File: src/rtl/mips_pkg.sv
// Shared definitions for the multicycle MIPS datapath: controller states,
// opcodes and the select encodings of the datapath muxes.
package mips_pkg;

    typedef enum logic [3:0] {
        S_RST     = 4'd0,
        S_FETCH   = 4'd1,
        S_DECODE  = 4'd2,
        S_MEMADR  = 4'd3,
        S_MEMRD   = 4'd4,
        S_MEMWB   = 4'd5,
        S_MEMWR   = 4'd6,
        S_EXECUTE = 4'd7,
        S_ALUWB   = 4'd8,
        S_BRANCH  = 4'd9,
        S_ADDIEX  = 4'd10,
        S_ADDIWB  = 4'd11,
        S_JUMP    = 4'd12
    } state_t;

    localparam logic [5:0] OP_RTYPE = 6'h00;
    localparam logic [5:0] OP_J     = 6'h02;
    localparam logic [5:0] OP_BEQ   = 6'h04;
    localparam logic [5:0] OP_ADDI  = 6'h08;
    localparam logic [5:0] OP_LW    = 6'h23;
    localparam logic [5:0] OP_SW    = 6'h2B;

    localparam logic [1:0] ALUOP_ADD   = 2'b00;
    localparam logic [1:0] ALUOP_SUB   = 2'b01;
    localparam logic [1:0] ALUOP_FUNCT = 2'b10;

    localparam logic [1:0] ALUSRCB_REGB  = 2'b00;
    localparam logic [1:0] ALUSRCB_FOUR  = 2'b01;
    localparam logic [1:0] ALUSRCB_IMM   = 2'b10;
    localparam logic [1:0] ALUSRCB_IMMSH = 2'b11;

    localparam logic [1:0] PCSRC_ALU    = 2'b00;
    localparam logic [1:0] PCSRC_ALUOUT = 2'b01;
    localparam logic [1:0] PCSRC_JUMP   = 2'b10;

endpackage

File: src/rtl/mc_ctrl_fsm.sv
// Main Moore controller of the multicycle MIPS datapath: sequences each
// instruction through 2-5 states and drives every datapath enable and select.
module mc_ctrl_fsm
    import mips_pkg::*;
#(
    parameter int OPW     = 6,
    parameter int STATE_W = 4
) (
    input  logic               clk,
    input  logic               rst_n,
    input  logic [OPW-1:0]     op,
    input  logic               zero,
    output logic               pcen,
    output logic               iord,
    output logic               memwrite,
    output logic               irwrite,
    output logic               regdst,
    output logic               memtoreg,
    output logic               regwrite,
    output logic               alusrca,
    output logic [1:0]         alusrcb,
    output logic [1:0]         pcsrc,
    output logic [1:0]         aluop,
    output logic [STATE_W-1:0] state_o
);

    state_t state;
    state_t state_next;
    logic   pcwrite;
    logic   branch;

    always_ff @(posedge clk or negedge rst_n) begin
        if (!rst_n) begin
            state <= S_RST;
        end else begin
            state <= state_next;
        end
    end

    // Opcode is only consulted in DECODE and MEMADR; unknown opcodes fall back to FETCH.
    always_comb begin
        state_next = S_FETCH;
        case (state)
            S_RST:     state_next = S_FETCH;
            S_FETCH:   state_next = S_DECODE;
            S_DECODE: begin
                case (op)
                    OP_LW, OP_SW: state_next = S_MEMADR;
                    OP_RTYPE:     state_next = S_EXECUTE;
                    OP_BEQ:       state_next = S_BRANCH;
                    OP_ADDI:      state_next = S_ADDIEX;
                    OP_J:         state_next = S_JUMP;
                    default:      state_next = S_FETCH;
                endcase
            end
            S_MEMADR:  state_next = (op == OP_LW) ? S_MEMRD : S_MEMWR;
            S_MEMRD:   state_next = S_MEMWB;
            S_EXECUTE: state_next = S_ALUWB;
            S_ADDIEX:  state_next = S_ADDIWB;
            default:   state_next = S_FETCH;
        endcase
    end

    always_comb begin
        pcwrite  = 1'b0;
        branch   = 1'b0;
        iord     = 1'b0;
        memwrite = 1'b0;
        irwrite  = 1'b0;
        regdst   = 1'b0;
        memtoreg = 1'b0;
        regwrite = 1'b0;
        alusrca  = 1'b0;
        alusrcb  = ALUSRCB_REGB;
        pcsrc    = PCSRC_ALU;
        aluop    = ALUOP_ADD;
        case (state)
            S_FETCH: begin
                alusrcb = ALUSRCB_FOUR;
                irwrite = 1'b1;
                pcwrite = 1'b1;
            end
            S_DECODE: alusrcb = ALUSRCB_IMMSH;
            S_MEMADR, S_ADDIEX: begin
                alusrca = 1'b1;
                alusrcb = ALUSRCB_IMM;
            end
            S_MEMRD: iord = 1'b1;
            S_MEMWB: begin
                memtoreg = 1'b1;
                regwrite = 1'b1;
            end
            S_MEMWR: begin
                iord     = 1'b1;
                memwrite = 1'b1;
            end
            S_EXECUTE: begin
                alusrca = 1'b1;
                aluop   = ALUOP_FUNCT;
            end
            S_ALUWB: begin
                regdst   = 1'b1;
                regwrite = 1'b1;
            end
            S_BRANCH: begin
                alusrca = 1'b1;
                aluop   = ALUOP_SUB;
                pcsrc   = PCSRC_ALUOUT;
                branch  = 1'b1;
            end
            S_ADDIWB: regwrite = 1'b1;
            S_JUMP: begin
                pcsrc   = PCSRC_JUMP;
                pcwrite = 1'b1;
            end
            default: ;
        endcase
        pcen = pcwrite | (branch & zero);
    end

    assign state_o = STATE_W'(state);

endmodule
File: config.mk
export PLATFORM = sky130hd
export DESIGN_NAME = mc_ctrl_fsm
export DESIGN_NICKNAME = d
export VERILOG_FILES = /design/src/rtl/mips_pkg.sv /design/src/rtl/mc_ctrl_fsm.sv
export SDC_FILE = /design/constraint.sdc
export NUM_CORES = 1
export LEC_CHECK = 0
export CORE_AREA = 10 10 47 49
export CTS_BUF_LIST = sky130_fd_sc_hd__clkbuf_2 sky130_fd_sc_hd__clkbuf_4 sky130_fd_sc_hd__clkbuf_8
export DETAILED_ROUTE_END_ITERATION = 8
export DIE_AREA = 0 0 57 59
export PLACE_DENSITY = 0.75
export SLEW_MARGIN = 20
export SYNTH_ARGS = -nofsm -noshare
export SYNTH_HDL_FRONTEND = slang
export SYNTH_SLANG_ARGS = --single-unit
File: constraint.sdc
create_clock -name clk -period 1.7 [get_ports clk]
set_input_delay 0.255 -clock clk [delete_from_list [all_inputs] [get_ports clk]]
set_output_delay 0.255 -clock clk [all_outputs]
set_load 0.02 [all_outputs]
==> run metrics, run 1 <==
status=completed; first-pass GRT wire length=2.77 mm; routed vias/inst=5.15; CTS buffer count=3; maximum vdd drop=0.740 mV; antenna violations before repair=0; dpl ws=-0.187 ns; Die Wd=57 microns; CTS Buffer Depth=2; Max Freq=0.605 GHz; Setup CP Type=reg2reg; Max-Cap Viols=0; Top FF cell, synth=dfrtp_1; post-route ant nets=0; sequential share of the synthesized area=22.7%; Setup crit end kind=flop; Clock Tree Root=clkbuf_4; Area contributors post-synth=dfrtp_1, nand2b_1, buf_4; unrepaired setup endpoints after global routing=false; H-tree depth=1; number of diodes=0; Hold Path Class=in2async; Final Util=60.5%; Die Span Y=59 microns; die area=0.00336 sq mm; Layout fillers=131; final wirelength=1.67 mm; Final Hold Fails=0; Core Area=0.00140 sq mm; Vias=633; crit share post-route=97.2%; Critical Path Start Type=flop; most common cell in the netlist=nand2b_1; Remaining DRCs=0; Critical Path Fanout Max=12; reg-to-reg critical path endpoint=state_o[0]; Pwr per Cell Area=1700 mW/mm^2; CTS Hold Bufs=0; Critical Path AT=1.78 ns; GR Overflow Total=0; Layout Nets=118; WP data required=1.82 ns; post-CTS setup buffers=0; Setup TNS=0 ns; Synth warnings=0; Final setup viols=0; Reg-to-Reg Start=state_o[2]; drt pass-1 iters=4; # IOs=27; setup ws final=0.0482 ns; Slew @ Worst Pin=0.272 ns; Post-Syn Area=442 sq um; P_leak=0.409 nW; share of cells above drive strength 1=42.1%; site row count=14; CTS Sinks=4; DRT iter0 DRCs=3; Async SR Flop Fraction=100%; Tot GR Track Use=10.4%; slowest CP cell=or4b_1; Synth Register Bits=4; crit path cell chain=buf_6 > nand2b_1 > buf_4 > or4b_1 > a21o_1; clk slew on worst S/H paths=0.04 ns; post-synth cell types=29; Area growth syn-to-layout=92.1%; Initial Util=31.5%; Post-Syn Instances=59; worst rel slew slack=81.6%; routability cong.=0.799; CP max stage delay=0.51 ns; syn_nets=68; minimum clock period=1.65 ns; largest net degree at the start of global routing=15; Synth top cells by count=nand2b_1, nor2_1, a21oi_1, dfrtp_1, o21ai_0; max reg flops=4; WL/cell=13.6 microns; Power Total=1.44 mW; TritonCTS clock tree=yes; port bufs=26; Synth top area share=22.7%; area leader, netlist=dfrtp_1; Skew-Pair Late Insertion Delay=0.24 ns; worst r2r path cells=5; flop2flop setup slack=0.05 ns; EDFF count, synth=0; syn_area_per_cell=7.49 sq um; final max-slew violation count=0; number of global-route vias before repair=671; Max Clock Skew=0.00148 ns; HPWL after detailed placement=1.40 mm
==> per-stage QoR <==
step           instance area (sq um)  hold WS [ns]  std cells
5_1_grt                          848         0.224        123
4_1_cts                          878         0.220        123
6_report                         848         0.219        123
3_3_place_gp                     871         0.469        120
3_5_place_dp                     871         0.471        120
2_1_floorplan                    442       -0.0406         59
==> cells in the final DEF (no fill, tap or decap), types with 4 or more instances in the layout <==
| cell | n |
|---|---|
| buf_4 | 24 |
| clkdlybuf4s50_1 | 9 |
| clkbuf_2 | 7 |
| nand2b_1 | 6 |
| nor2_1 | 5 |
| buf_2 | 5 |
| o21ai_0 | 4 |
| a21oi_1 | 4 |
==> worst max-delay path: cells and delay by family, from the launching register on <==
family	cells	cell delay (ns)
buffers and inverters	2	0.29
AO/OA/AOI/OAI	1	0.20
AND/OR/NAND/NOR	2	0.66
flip-flops	1	0.39
==> report_power, final <==
part | switching (mW) | internal, mW | leakage [nW]
clock | 0.0389 | 0.0789 | 0.0138
combinational | 0.580 | 0.551 | 0.345
sequential | 0.0530 | 0.138 | 0.0496
total | 0.672 | 0.768 | 0.409
==> what timing repair did <==
item / in CTS / in global routing
hold endpoints to repair: 0 / 0
resized for setup: 36 / 23
setup endpoints to repair: 17 / 12
==> worst max path at each step <==
| stage | start | cells past startpoint | endpoint | slack, ns |
|---|---|---|---|---|
| 3_3_place_gp | zero | 5 | pcen | -0.18 |
| 6_report | state_o[2] | 5 | state_o[0] | 0.05 |
| 3_5_place_dp | zero | 5 | pcen | -0.19 |
| 5_1_grt | state_o[2] | 5 | alusrca | 0.01 |
| 2_1_floorplan | state_o[2] | 3 | pcsrc[1] | 0.01 |
| 4_1_cts | state_o[2] | 4 | aluop[0] | 0.002 |
==> layout make-up <==
class | instances | area (sq um) | share of cell area, %
repair buffers | 50 | 380 | 44.8
multi-input cells | 48 | 317 | 37.3
flip-flops and latches | 4 | 101 | 11.9
clock buffers | 3 | 22.5 | 2.65
well taps | 16 | 20.0 | 2.36
inverters | 2 | 7.51 | 0.885
==> per-layer routing <==
layer | GRT usage, % | wire length [microns]
met1 | 8.88 | 623
met2 | 20.2 | 898
met4 | 7.05 | 44
met3 | 3.22 | 101
met5 | 0 | 0
==> cell families (layout without fill, tap and decap cells) <==
group | Yosys count | count (layout) | synth area share [%]
compound gates | 15 | 15 | 21.5
xor+xnor | 1 | 1 | 1.98
buf+inv | 7 | 55 | 8.78
flops | 4 | 4 | 22.7
mux | 2 | 2 | 4.82
simple gates | 30 | 30 | 40.2
Note: power is estimated with default switching activity, not from simulation.
==> inputs of run 2 (changes only) <==
- CTS_BUF_LIST: sky130_fd_sc_hd__clkbuf_2 sky130_fd_sc_hd__clkbuf_4 sky130_fd_sc_hd__clkbuf_8 -> default
==> results of run 2 <==
Same layout as run 1: the final DEF is identical, and so are final timing and power.
